==> config.mk <==
export PLATFORM = sky130hd
export DESIGN_NAME = id_ex_stage
export DESIGN_NICKNAME = d
export VERILOG_FILES = /design/src/rtl/id_ex_pkg.sv /design/src/rtl/id_ex_stage_alu_ctrl_dec.sv /design/src/rtl/id_ex_stage.sv
export SDC_FILE = /design/constraint.sdc
export NUM_CORES = 1
export LEC_CHECK = 0
export ABC_AREA = 0
export BUFFER_PORTS_ARGS = -buffer_cell sky130_fd_sc_hd__buf_2
export CELL_PAD_IN_SITES_DETAIL_PLACEMENT = 1
export CELL_PAD_IN_SITES_GLOBAL_PLACEMENT = 1
export CORE_UTILIZATION = 31
export CTS_CLUSTER_DIAMETER = 30
export CTS_CLUSTER_SIZE = 20
export DETAILED_ROUTE_END_ITERATION = 8
export PLACE_DENSITY = 0.81
export SYNTH_ARGS = -nofsm -noshare
export SYNTH_HDL_FRONTEND = slang
export SYNTH_HIERARCHICAL = 1
export SYNTH_SLANG_ARGS = --single-unit
==> constraint.sdc <==
create_clock -name clk_i -period 2 [get_ports clk_i]
set_input_delay 0.3 -clock clk_i [delete_from_list [all_inputs] [get_ports clk_i]]
set_output_delay 0.3 -clock clk_i [all_outputs]
set_load 0.02 [all_outputs]
==> src/rtl/id_ex_pkg.sv <==
// id_ex_pkg: ALU control and ALUOp encodings shared by the ID/EX stage and its decoder.
package id_ex_pkg;
  localparam int ALU_CTRL_W = 4;
  localparam logic [ALU_CTRL_W-1:0] ALU_AND = 4'b0000;
  localparam logic [ALU_CTRL_W-1:0] ALU_OR  = 4'b0001;
  localparam logic [ALU_CTRL_W-1:0] ALU_ADD = 4'b0010;
  localparam logic [ALU_CTRL_W-1:0] ALU_XOR = 4'b0011;
  localparam logic [ALU_CTRL_W-1:0] ALU_SLL = 4'b0100;
  localparam logic [ALU_CTRL_W-1:0] ALU_SRA = 4'b0101;
  localparam logic [ALU_CTRL_W-1:0] ALU_SUB = 4'b0110;
  localparam logic [ALU_CTRL_W-1:0] ALU_MUL = 4'b1111;
  localparam logic [1:0] ALUOP_ADD = 2'b00;
  localparam logic [1:0] ALUOP_SUB = 2'b01;
  localparam logic [1:0] ALUOP_R   = 2'b10;
  localparam logic [1:0] ALUOP_I   = 2'b11;
endpackage

==> src/rtl/id_ex_stage_alu_ctrl_dec.sv <==
// alu_ctrl_dec: combinational ALUOp/funct decoder; undecodable combinations yield ADD with illegal set.
module alu_ctrl_dec
  import id_ex_pkg::*;
(
  input  logic [1:0]            alu_op_i,
  input  logic [2:0]            funct3_i,
  input  logic [6:0]            funct7_i,
  output logic [ALU_CTRL_W-1:0] alu_ctrl_o,
  output logic                  illegal_o
);
  logic [9:0] f;
  assign f = {funct7_i, funct3_i};
  always_comb begin
    alu_ctrl_o = ALU_ADD;
    illegal_o  = 1'b0;
    case (alu_op_i)
      ALUOP_ADD: alu_ctrl_o = ALU_ADD;
      ALUOP_SUB: alu_ctrl_o = ALU_SUB;
      ALUOP_R: begin
        case (f)
          10'h000: alu_ctrl_o = ALU_ADD;
          10'h100: alu_ctrl_o = ALU_SUB;
          10'h007: alu_ctrl_o = ALU_AND;
          10'h006: alu_ctrl_o = ALU_OR;
          10'h004: alu_ctrl_o = ALU_XOR;
          10'h001: alu_ctrl_o = ALU_SLL;
          10'h105: alu_ctrl_o = ALU_SRA;
          10'h008: alu_ctrl_o = ALU_MUL;
          default: illegal_o  = 1'b1;
        endcase
      end
      default: begin
        case (funct3_i)
          3'b000:  alu_ctrl_o = ALU_ADD;
          3'b111:  alu_ctrl_o = ALU_AND;
          3'b110:  alu_ctrl_o = ALU_OR;
          3'b100:  alu_ctrl_o = ALU_XOR;
          3'b001:  alu_ctrl_o = ALU_SLL;
          3'b101: begin
            alu_ctrl_o = (funct7_i == 7'h20) ? ALU_SRA : ALU_ADD;
            illegal_o  = (funct7_i != 7'h20);
          end
          default: illegal_o = 1'b1;
        endcase
      end
    endcase
  end
endmodule

==> src/rtl/id_ex_stage.sv <==
// id_ex_stage: ID/EX pipeline register with stall/flush, valid bit and ALU control decode.
// Defining ID_EX_PERF_EN adds stall and bubble performance counters.
module id_ex_stage
  import id_ex_pkg::*;
#(
  parameter int XLEN   = 32,
  parameter int REG_AW = 5
`ifdef ID_EX_PERF_EN
  ,
  parameter int CNT_W  = 32
`endif
) (
  input  logic                  clk_i,
  input  logic                  rst_i,
  input  logic                  stall_i,
  input  logic                  flush_i,
  input  logic                  valid_i,
  input  logic [XLEN-1:0]       rs1_data_i,
  input  logic [XLEN-1:0]       rs2_data_i,
  input  logic [XLEN-1:0]       imm_i,
  input  logic [REG_AW-1:0]     rs1_addr_i,
  input  logic [REG_AW-1:0]     rs2_addr_i,
  input  logic [REG_AW-1:0]     rd_addr_i,
  input  logic [2:0]            funct3_i,
  input  logic [6:0]            funct7_i,
  input  logic                  wb_i,
  input  logic [1:0]            mem_i,
  input  logic [1:0]            alu_op_i,
  input  logic                  alu_src_i,
  output logic                  valid_o,
  output logic [XLEN-1:0]       rs1_data_o,
  output logic [XLEN-1:0]       rs2_data_o,
  output logic [XLEN-1:0]       imm_o,
  output logic [REG_AW-1:0]     rs1_addr_o,
  output logic [REG_AW-1:0]     rs2_addr_o,
  output logic [REG_AW-1:0]     rd_addr_o,
  output logic                  wb_o,
  output logic [1:0]            mem_o,
  output logic                  alu_src_o,
  output logic [ALU_CTRL_W-1:0] alu_ctrl_o,
  output logic                  illegal_o
`ifdef ID_EX_PERF_EN
  ,
  output logic [CNT_W-1:0]      stall_cnt_o,
  output logic [CNT_W-1:0]      bubble_cnt_o
`endif
);
  logic [ALU_CTRL_W-1:0] dec_ctrl, alu_ctrl_d, alu_ctrl_q;
  logic dec_ill, load, bub;
  logic valid_d, valid_q, wb_d, wb_q, alu_src_d, alu_src_q, illegal_d, illegal_q;
  logic [XLEN-1:0] rs1_data_d, rs1_data_q, rs2_data_d, rs2_data_q, imm_d, imm_q;
  logic [REG_AW-1:0] rs1_addr_d, rs1_addr_q, rs2_addr_d, rs2_addr_q, rd_addr_d, rd_addr_q;
  logic [1:0] mem_d, mem_q;
  alu_ctrl_dec u_dec (
    .alu_op_i  (alu_op_i),
    .funct3_i  (funct3_i),
    .funct7_i  (funct7_i),
    .alu_ctrl_o(dec_ctrl),
    .illegal_o (dec_ill)
  );
  // A bubble is the reset image; flush overrides stall.
  always_comb begin
    load       = ~stall_i | flush_i;
    bub        = flush_i | ~valid_i;
    valid_d    = load ? ~bub : valid_q;
    rs1_data_d = load ? (bub ? '0 : rs1_data_i) : rs1_data_q;
    rs2_data_d = load ? (bub ? '0 : rs2_data_i) : rs2_data_q;
    imm_d      = load ? (bub ? '0 : imm_i) : imm_q;
    rs1_addr_d = load ? (bub ? '0 : rs1_addr_i) : rs1_addr_q;
    rs2_addr_d = load ? (bub ? '0 : rs2_addr_i) : rs2_addr_q;
    rd_addr_d  = load ? (bub ? '0 : rd_addr_i) : rd_addr_q;
    wb_d       = load ? (~bub & wb_i & (rd_addr_i != '0)) : wb_q;
    mem_d      = load ? (bub ? 2'b00 : mem_i) : mem_q;
    alu_src_d  = load ? (~bub & alu_src_i) : alu_src_q;
    alu_ctrl_d = load ? (bub ? ALU_ADD : dec_ctrl) : alu_ctrl_q;
    illegal_d  = load ? (~bub & dec_ill) : illegal_q;
  end
  always_ff @(posedge clk_i) begin
    if (rst_i) begin
      valid_q    <= 1'b0;
      rs1_data_q <= '0;
      rs2_data_q <= '0;
      imm_q      <= '0;
      rs1_addr_q <= '0;
      rs2_addr_q <= '0;
      rd_addr_q  <= '0;
      wb_q       <= 1'b0;
      mem_q      <= 2'b00;
      alu_src_q  <= 1'b0;
      alu_ctrl_q <= ALU_ADD;
      illegal_q  <= 1'b0;
    end else begin
      valid_q    <= valid_d;
      rs1_data_q <= rs1_data_d;
      rs2_data_q <= rs2_data_d;
      imm_q      <= imm_d;
      rs1_addr_q <= rs1_addr_d;
      rs2_addr_q <= rs2_addr_d;
      rd_addr_q  <= rd_addr_d;
      wb_q       <= wb_d;
      mem_q      <= mem_d;
      alu_src_q  <= alu_src_d;
      alu_ctrl_q <= alu_ctrl_d;
      illegal_q  <= illegal_d;
    end
  end
  assign valid_o    = valid_q;
  assign rs1_data_o = rs1_data_q;
  assign rs2_data_o = rs2_data_q;
  assign imm_o      = imm_q;
  assign rs1_addr_o = rs1_addr_q;
  assign rs2_addr_o = rs2_addr_q;
  assign rd_addr_o  = rd_addr_q;
  assign wb_o       = wb_q;
  assign mem_o      = mem_q;
  assign alu_src_o  = alu_src_q;
  assign alu_ctrl_o = alu_ctrl_q;
  assign illegal_o  = illegal_q;
`ifdef ID_EX_PERF_EN
  logic [CNT_W-1:0] stall_cnt_d, stall_cnt_q, bubble_cnt_d, bubble_cnt_q;
  always_comb begin
    stall_cnt_d  = stall_cnt_q + CNT_W'(stall_i & ~flush_i);
    bubble_cnt_d = bubble_cnt_q + CNT_W'(load & bub);
  end
  always_ff @(posedge clk_i) begin
    if (rst_i) begin
      stall_cnt_q  <= '0;
      bubble_cnt_q <= '0;
    end else begin
      stall_cnt_q  <= stall_cnt_d;
      bubble_cnt_q <= bubble_cnt_d;
    end
  end
  assign stall_cnt_o  = stall_cnt_q;
  assign bubble_cnt_o = bubble_cnt_q;
`endif
endmodule

==> metrics.csv, run 1 <==
stage,metric,value,unit
drt,Pre-antenna DRT Iters,4,
clock_tree,CTS tree,built,
place,dpl hpwl,9.66,mm
setup_path,r2r setup slk,1260,ps
finish,synth-to-layout area growth,46.5,%
setup_path,crit path kind,in2reg,
drt,Iter 0 DRT Violations,247,
die,full die area,14400,um2
place,RePlAce Congestion,0.901,
global_route,vias in the first global route,4558,
drt,remaining antenna violation count,0,
global_route,first-pass GRT wire length,22.4,mm
synth,xor/xnor cell area share of the yosys netlist,0.407,%
finish,Register Area,2420,um2
setup_path,worst path cell trace,"buf_2, nor3_2, nand4b_1, a311o_1, o41a_1, nand2b_1, a21o_1",
pwr,Tot Pwr,6110,uW
synth,Compound-Gate Fraction of Synth Area,24.1,%
timing,FMAX,714,MHz
pwr,PwrDens,969,nW/um2
global_route,initial antenna violation count,0,
setup_path,Critical-path top delay cell,a311o_1,
clock_tree,postcts setup bufs,0,
timing,final setup fails,0,
setup_path,CP Depth,7,
setup_path,cell family with most CP delay,compound AO/OA/AOI/OAI gates,
synth,Seq cells post-synth,121,
drt,# DRC,0,
timing,setup_tns,0,ps
synth,top post-synthesis cells by area,"dfxtp_1 56%, a22oi_1 21%, nor2_1 11%, buf_2 2.9%, clkbuf_1 1.3%",
finish,FILL cells,1612,
synth,Syn Area/Cell,9.53,um2
setup_path,Worst Setup SP,funct7_i[2],
finish,nets,818,
clock_tree,post_cts resized,0,
finish,"most common cell after layout, fill and taps aside",buf_2,
timing,final hold violations,0,
global_route,GRT overflow,0,
synth,post-synth cell types,34,
timing,Layout Skew,0,ps
setup_path,crit path DAT,1700,ps
synth,Synth Warn #,6,
drt,routed len/inst,16.0,um
synth,"area fraction in and, or, nand and nor cells after synthesis",13.3,%
synth,leading area contributor after synthesis,dfxtp_1,
setup_path,Buf/Inv on CP,1,
global_route,total routing usage reported by global routing,19.8,%
finish,layout cell share with drive strength beyond 1,42.3,%
setup_path,Setup crit start kind,primary input,
drt,DR vias,4462,
job,Max Cap Viol,0,
clock_tree,CTS buffer count,17,
place,Port Buffers,252,
synth,Syn Nets,584,
die,Die H,120,um
setup_path,type of element capturing the critical path,flop,
global_route,largest net degree at the start of global routing,122,
setup_path,crit path max fanout,3,
setup_path,reg2reg end,alu_ctrl_o[1],
timing,Worst-Margin Slew,552,ps
timing,Rel. slew slack,63.2,%
die,Rows,42,
clock_tree,hold_buf cts,0,
clock_tree,CTS sink count,121,
synth,"Cell Area, Synth",4310,um2
timing,fin crit share,70.0,%
setup_path,worst reg2reg path startpoint,alu_ctrl_o[1],
clock_tree,# H-tree levels,4,
clock_tree,CTS Root Cell,clkbuf_16,
die,core box area,13400,um2
synth,largest family of logic cells by synthesized area,compound AO/OA/AOI/OAI gates,
finish,number of diodes,0,
die,num ports,253,
die,Die X,120,um
die,initial core utilization,32.1,%
setup_path,"Req. time, crit path",2300,ps
setup_path,Critical Path Sink,alu_ctrl_o[1],
finish,area of the multi-input gates,1680,um2
clock_tree,clock slew at reported path FFs,60,ps
pwr,Leak,0.00294,uW
worst_hold_path,HP Class,in2reg,
clock_tree,Max clock buf depth,2,
timing,fin crit period,1400,ps
synth,share of Yosys cell area claimed by the top area cell type,56.3,%
timing,max-slew violations,0,
synth,post-synthesis mux area share,0.785,%
drt,drt via density,5.10,
synth,Mapped Cells,452,
setup_path,FF-to-FF path depth,2,
synth,"Seq/Total Area, Yosys",56.3,%
outcome,status,finished clean,
pwr,Worst VDD drop,552,uV
timing,RSZ-0062 raised after global routing,false,
drt,WL final,14.0,mm
synth,Adder-Cell Fraction of Synth Area,0,%
clock_tree,clk_lat worst skew,410,ps
finish,"commonest non-fill, non-tap cells in the layout","251 x buf_2, 123 x nor2_1, 121 x dfxtp_1",
setup_path,max incr delay on CP,410,ps
-- logic make-up (layout without fill, tap and decap cells) --
| group | count (synthesis) | after routing |
|---|---|---|
| AOI/OAI and AO/OA | 139 | 139 |
| xor gates and xnor gates | 2 | 2 |
| buffers and inverters | 47 | 294 |
| DFF | 121 | 121 |
| muxes | 3 | 3 |
| and+or+nand+nor | 140 | 140 |
-- metal layers --
metal,up-vias,part of all wire [%],global-route usage [%]
li1,2094,-,-
met1,2136,39,21.7
met2,199,50,34.2
met3,33,8.0,7.41
met4,0,2.7,8.44
met5,-,0,0
-- state kept, by name (all words and copies together), names as in the netlist --
name	flops
rd_addr_o	5
rs2_addr_o	5
alu_src_o	1
valid_o	1
imm_o	32
wb_o	1
rs2_data_o	32
rs1_data_o	32
alu_ctrl_o	4
rs1_addr_o	5
mem_o	2
illegal_o	1
-- worst min-delay path, stage by stage --
cell	delay, ps
buf_2	80
a22oi_1	60
nor2_1	70
-- report_power, final --
group          switching [uW]  internal, uW  leakage (uW)
registers                26.0          2460      0.000980
logic                     299           213       0.00167
clock network            1120          2000      0.000288
-- worst min-delay path by stage --
stage                        from            end  slack [ps]  cells after the start
floorplan               alu_src_i      alu_src_o         460                      2
global placement             wb_o           wb_o         450                      2
detailed placement           wb_o           wb_o         480                      2
CTS                 rs2_data_i[1]  rs2_data_o[1]         120                      3
global route            imm_i[25]      imm_o[25]         130                      3
finish              rs1_data_i[5]  rs1_data_o[5]         140                      3
-- layout make-up --
type | instances | area share [%]
Clock inverter | 14 | 2.76
Clock buffer | 18 | 6.96
Inverter | 4 | 0.238
Timing Repair Buffer | 258 | 21.5
Tap cell | 176 | 3.49
Multi-Input combinational cell | 284 | 26.6
Sequential cell | 121 | 38.4
-- metrics by stage --
stage               area (um2)  worst slack, ps  cells  hold WS, ps  utilization [%]
floorplan                 4310              496    452          463                -
global placement          5690              311    843          454             42.5
finish                    6310              600    875          137             47.1
global route              6310              543    875          127             47.1
CTS                       6310              631    875          124             47.1
detailed placement        5690              206    843          476             42.5
-- synthesized netlist by cell type, drive strengths merged --
cell type	count
a311oi	1
o32ai	2
a22oi	119
nand4b	1
o21ai	3
xnor2	2
nor4	1
nand2b	2
o211ai	1
nor3	3
a21oi	4
a311o	1
a21o	2
nand2	4
or4	1
a32o	1
inv	4
o41ai	2
nand3	2
nor3b	1
dfxtp	121
clkbuf	15
a31oi	2
nor2	123
mux2	3
nor2b	2
o41a	1
buf	28
No activity file was read; power rests on OpenSTA's default activity.
==> inputs of run 2 (changes only) <==
==> constraint.sdc (replaced) <==
create_clock -name clk_i -period 1.4 [get_ports clk_i]
set_input_delay 0.21 -clock clk_i [delete_from_list [all_inputs] [get_ports clk_i]]
set_output_delay 0.21 -clock clk_i [all_outputs]
set_load 0.02 [all_outputs]
==> run 2 against run 1 <==
Register-to-register slack worse by 570 ps. Largest cell class unchanged. First-iteration DRC count down 7.3%. Critical endpoint unchanged. Via count up 0.83%. Flip-flop and latch count unchanged. Hold slack worse by 82 ps.
==> metrics.csv, run 2 (synthesized netlist as in run 1, its figures left out) <==
stage,metric,value,unit,change
outcome,status,finished clean,,
timing,final hold violations,0,,unchanged
timing,max-slew violations,0,,unchanged
die,core box area,13400,um2,unchanged
finish,"commonest non-fill, non-tap cells in the layout","251 x buf_2, 123 x nor2_1, 121 x dfxtp_1",,
setup_path,Setup crit start kind,primary input,,
setup_path,worst path cell trace,"buf_2, nor3_4, nand4b_1, a311o_1, o41a_1, nand2b_1, a21o_1",,
finish,layout cell share with drive strength beyond 1,43.4,%,+1.1 points
finish,Finished Core Util,47.8,%,+0.74 points
global_route,GRT overflow,0,,unchanged
place,Port Buffers,252,,unchanged
timing,Worst Hold Slack,54.4,ps,-82.5 ps
die,initial core utilization,32.1,%,unchanged
drt,drt via density,5.06,,-0.87%
die,full die area,14400,um2,unchanged
clock_tree,clock slew at reported path FFs,60,ps,about the same
timing,fin crit share,85.5,%,
drt,routed len/inst,16.3,um,+1.5%
die,Die H,120,um,unchanged
timing,FMAX,835,MHz,
drt,# DRC,0,,unchanged
setup_path,crit path max fanout,3,,unchanged
clock_tree,Max clock buf depth,2,,unchanged
drt,Pre-antenna DRT Iters,4,,unchanged
clock_tree,CTS tree,built,,
clock_tree,hold_buf cts,0,,unchanged
clock_tree,clk_lat worst skew,400,ps,about the same
drt,DR vias,4499,,+0.83%
pwr,Leak,0.00300,uW,+2.2%
clock_tree,CTS Root Cell,clkbuf_16,,
finish,synth-to-layout area growth,48.8,%,
timing,Worst-Margin Slew,439,ps,-113 ps
clock_tree,# H-tree levels,4,,unchanged
pwr,Worst VDD drop,712,uV,+29%
die,Die X,120,um,unchanged
finish,FILL cells,1646,,+2.1%
timing,RSZ-0062 raised after global routing,false,,
die,num ports,253,,unchanged
setup_path,crit path DAT,1490,ps,-210 ps
finish,area of the multi-input gates,1680,um2,+0.37%
finish,number of diodes,0,,unchanged
timing,Setup WS post-layout,203,ps,-397 ps
place,dpl hpwl,10.4,mm,+8.0%
job,Max Cap Viol,0,,unchanged
pwr,PwrDens,1320,nW/um2,+36%
clock_tree,CTS buffer count,17,,unchanged
global_route,initial antenna violation count,0,,unchanged
timing,final setup fails,0,,unchanged
drt,remaining antenna violation count,0,,unchanged
setup_path,type of element capturing the critical path,flop,,
place,pre-CTS worst setup slack,-194,ps,-399 ps
place,RePlAce Congestion,0.806,,-11%
timing,Rel. slew slack,70.7,%,+7.6 points
worst_hold_path,HP Class,in2reg,,
finish,"most common cell after layout, fill and taps aside",buf_2,,
global_route,vias in the first global route,4616,,+1.3%
timing,Layout Skew,0,ps,unchanged
die,Rows,42,,unchanged
setup_path,Buf/Inv on CP,1,,unchanged
setup_path,"Req. time, crit path",1690,ps,-610 ps
clock_tree,post_cts resized,0,,unchanged
global_route,first-pass GRT wire length,22.9,mm,+2.3%
setup_path,max incr delay on CP,390,ps,-20 ps
drt,Iter 0 DRT Violations,229,,-7.3%
setup_path,Critical-path top delay cell,a311o_1,,
global_route,largest net degree at the start of global routing,65,,-47%
timing,fin crit period,1200,ps,
clock_tree,CTS sink count,121,,unchanged
finish,Register Area,2420,um2,unchanged
setup_path,crit path kind,in2reg,,
setup_path,cell family with most CP delay,compound AO/OA/AOI/OAI gates,,
clock_tree,postcts setup bufs,0,,unchanged
drt,WL final,14.5,mm,+3.3%
global_route,total routing usage reported by global routing,20.2,%,+0.42 points
finish,nets,833,,+1.8%
run 2: path summary, 6_finish.rpt:
| check | startpoint | to | slack, ps | depth (start not counted) |
|---|---|---|---|---|
| max | funct7_i[2] | alu_ctrl_o[1] | 200 | 7 |
| min | imm_i[27] | imm_o[27] | 50 | 3 |
| max reg2reg | alu_ctrl_o[1] | alu_ctrl_o[1] | 690 | 2 |
| min reg2reg | wb_o | wb_o | 460 | 2 |
run 2: final cells by class:
| class | count | area share (%) |
|---|---|---|
| clock buffers | 21 | 7.34 |
| clock inverters | 11 | 1.52 |
| inverters | 4 | 0.234 |
| multi-input cells | 284 | 26.3 |
| flip-flops and latches | 121 | 37.8 |
| well taps | 176 | 3.44 |
| repair buffers | 273 | 23.4 |
run 2: routing by layer:
metal	up-vias	wire length (um)	part of all wire, %	GRT usage [%]
li1	2124	-	-	-
met1	2171	5680	39	21.9
met2	182	7520	52	36.2
met3	22	995	6.9	5.75
met4	0	301	2.1	9.45
met5	-	0	0	0
run 2: worst min-delay path: stages:
cell	delay [ps]
buf_2	80
a22oi_1	60
nor2_1	70
run 2: metrics by stage:
| step | instance area [um2] | instances | power [uW] | setup TNS [ps] |
|---|---|---|---|---|
| floorplan | 4310 | 452 | 4010 | 0 |
| global placement | 5840 | 858 | 4370 | -177 |
| detailed placement | 5840 | 858 | 4400 | -361 |
| CTS | 6410 | 890 | 8560 | 0 |
| global route | 6410 | 890 | 8800 | 0 |
| finish | 6410 | 890 | 8450 | 0 |
run 2: where the power goes:
group | leakage, uW | internal (uW) | switching (uW)
combinational | 0.00175 | 336 | 441
sequential | 0.000980 | 3520 | 37.8
clock | 0.000271 | 2570 | 1550
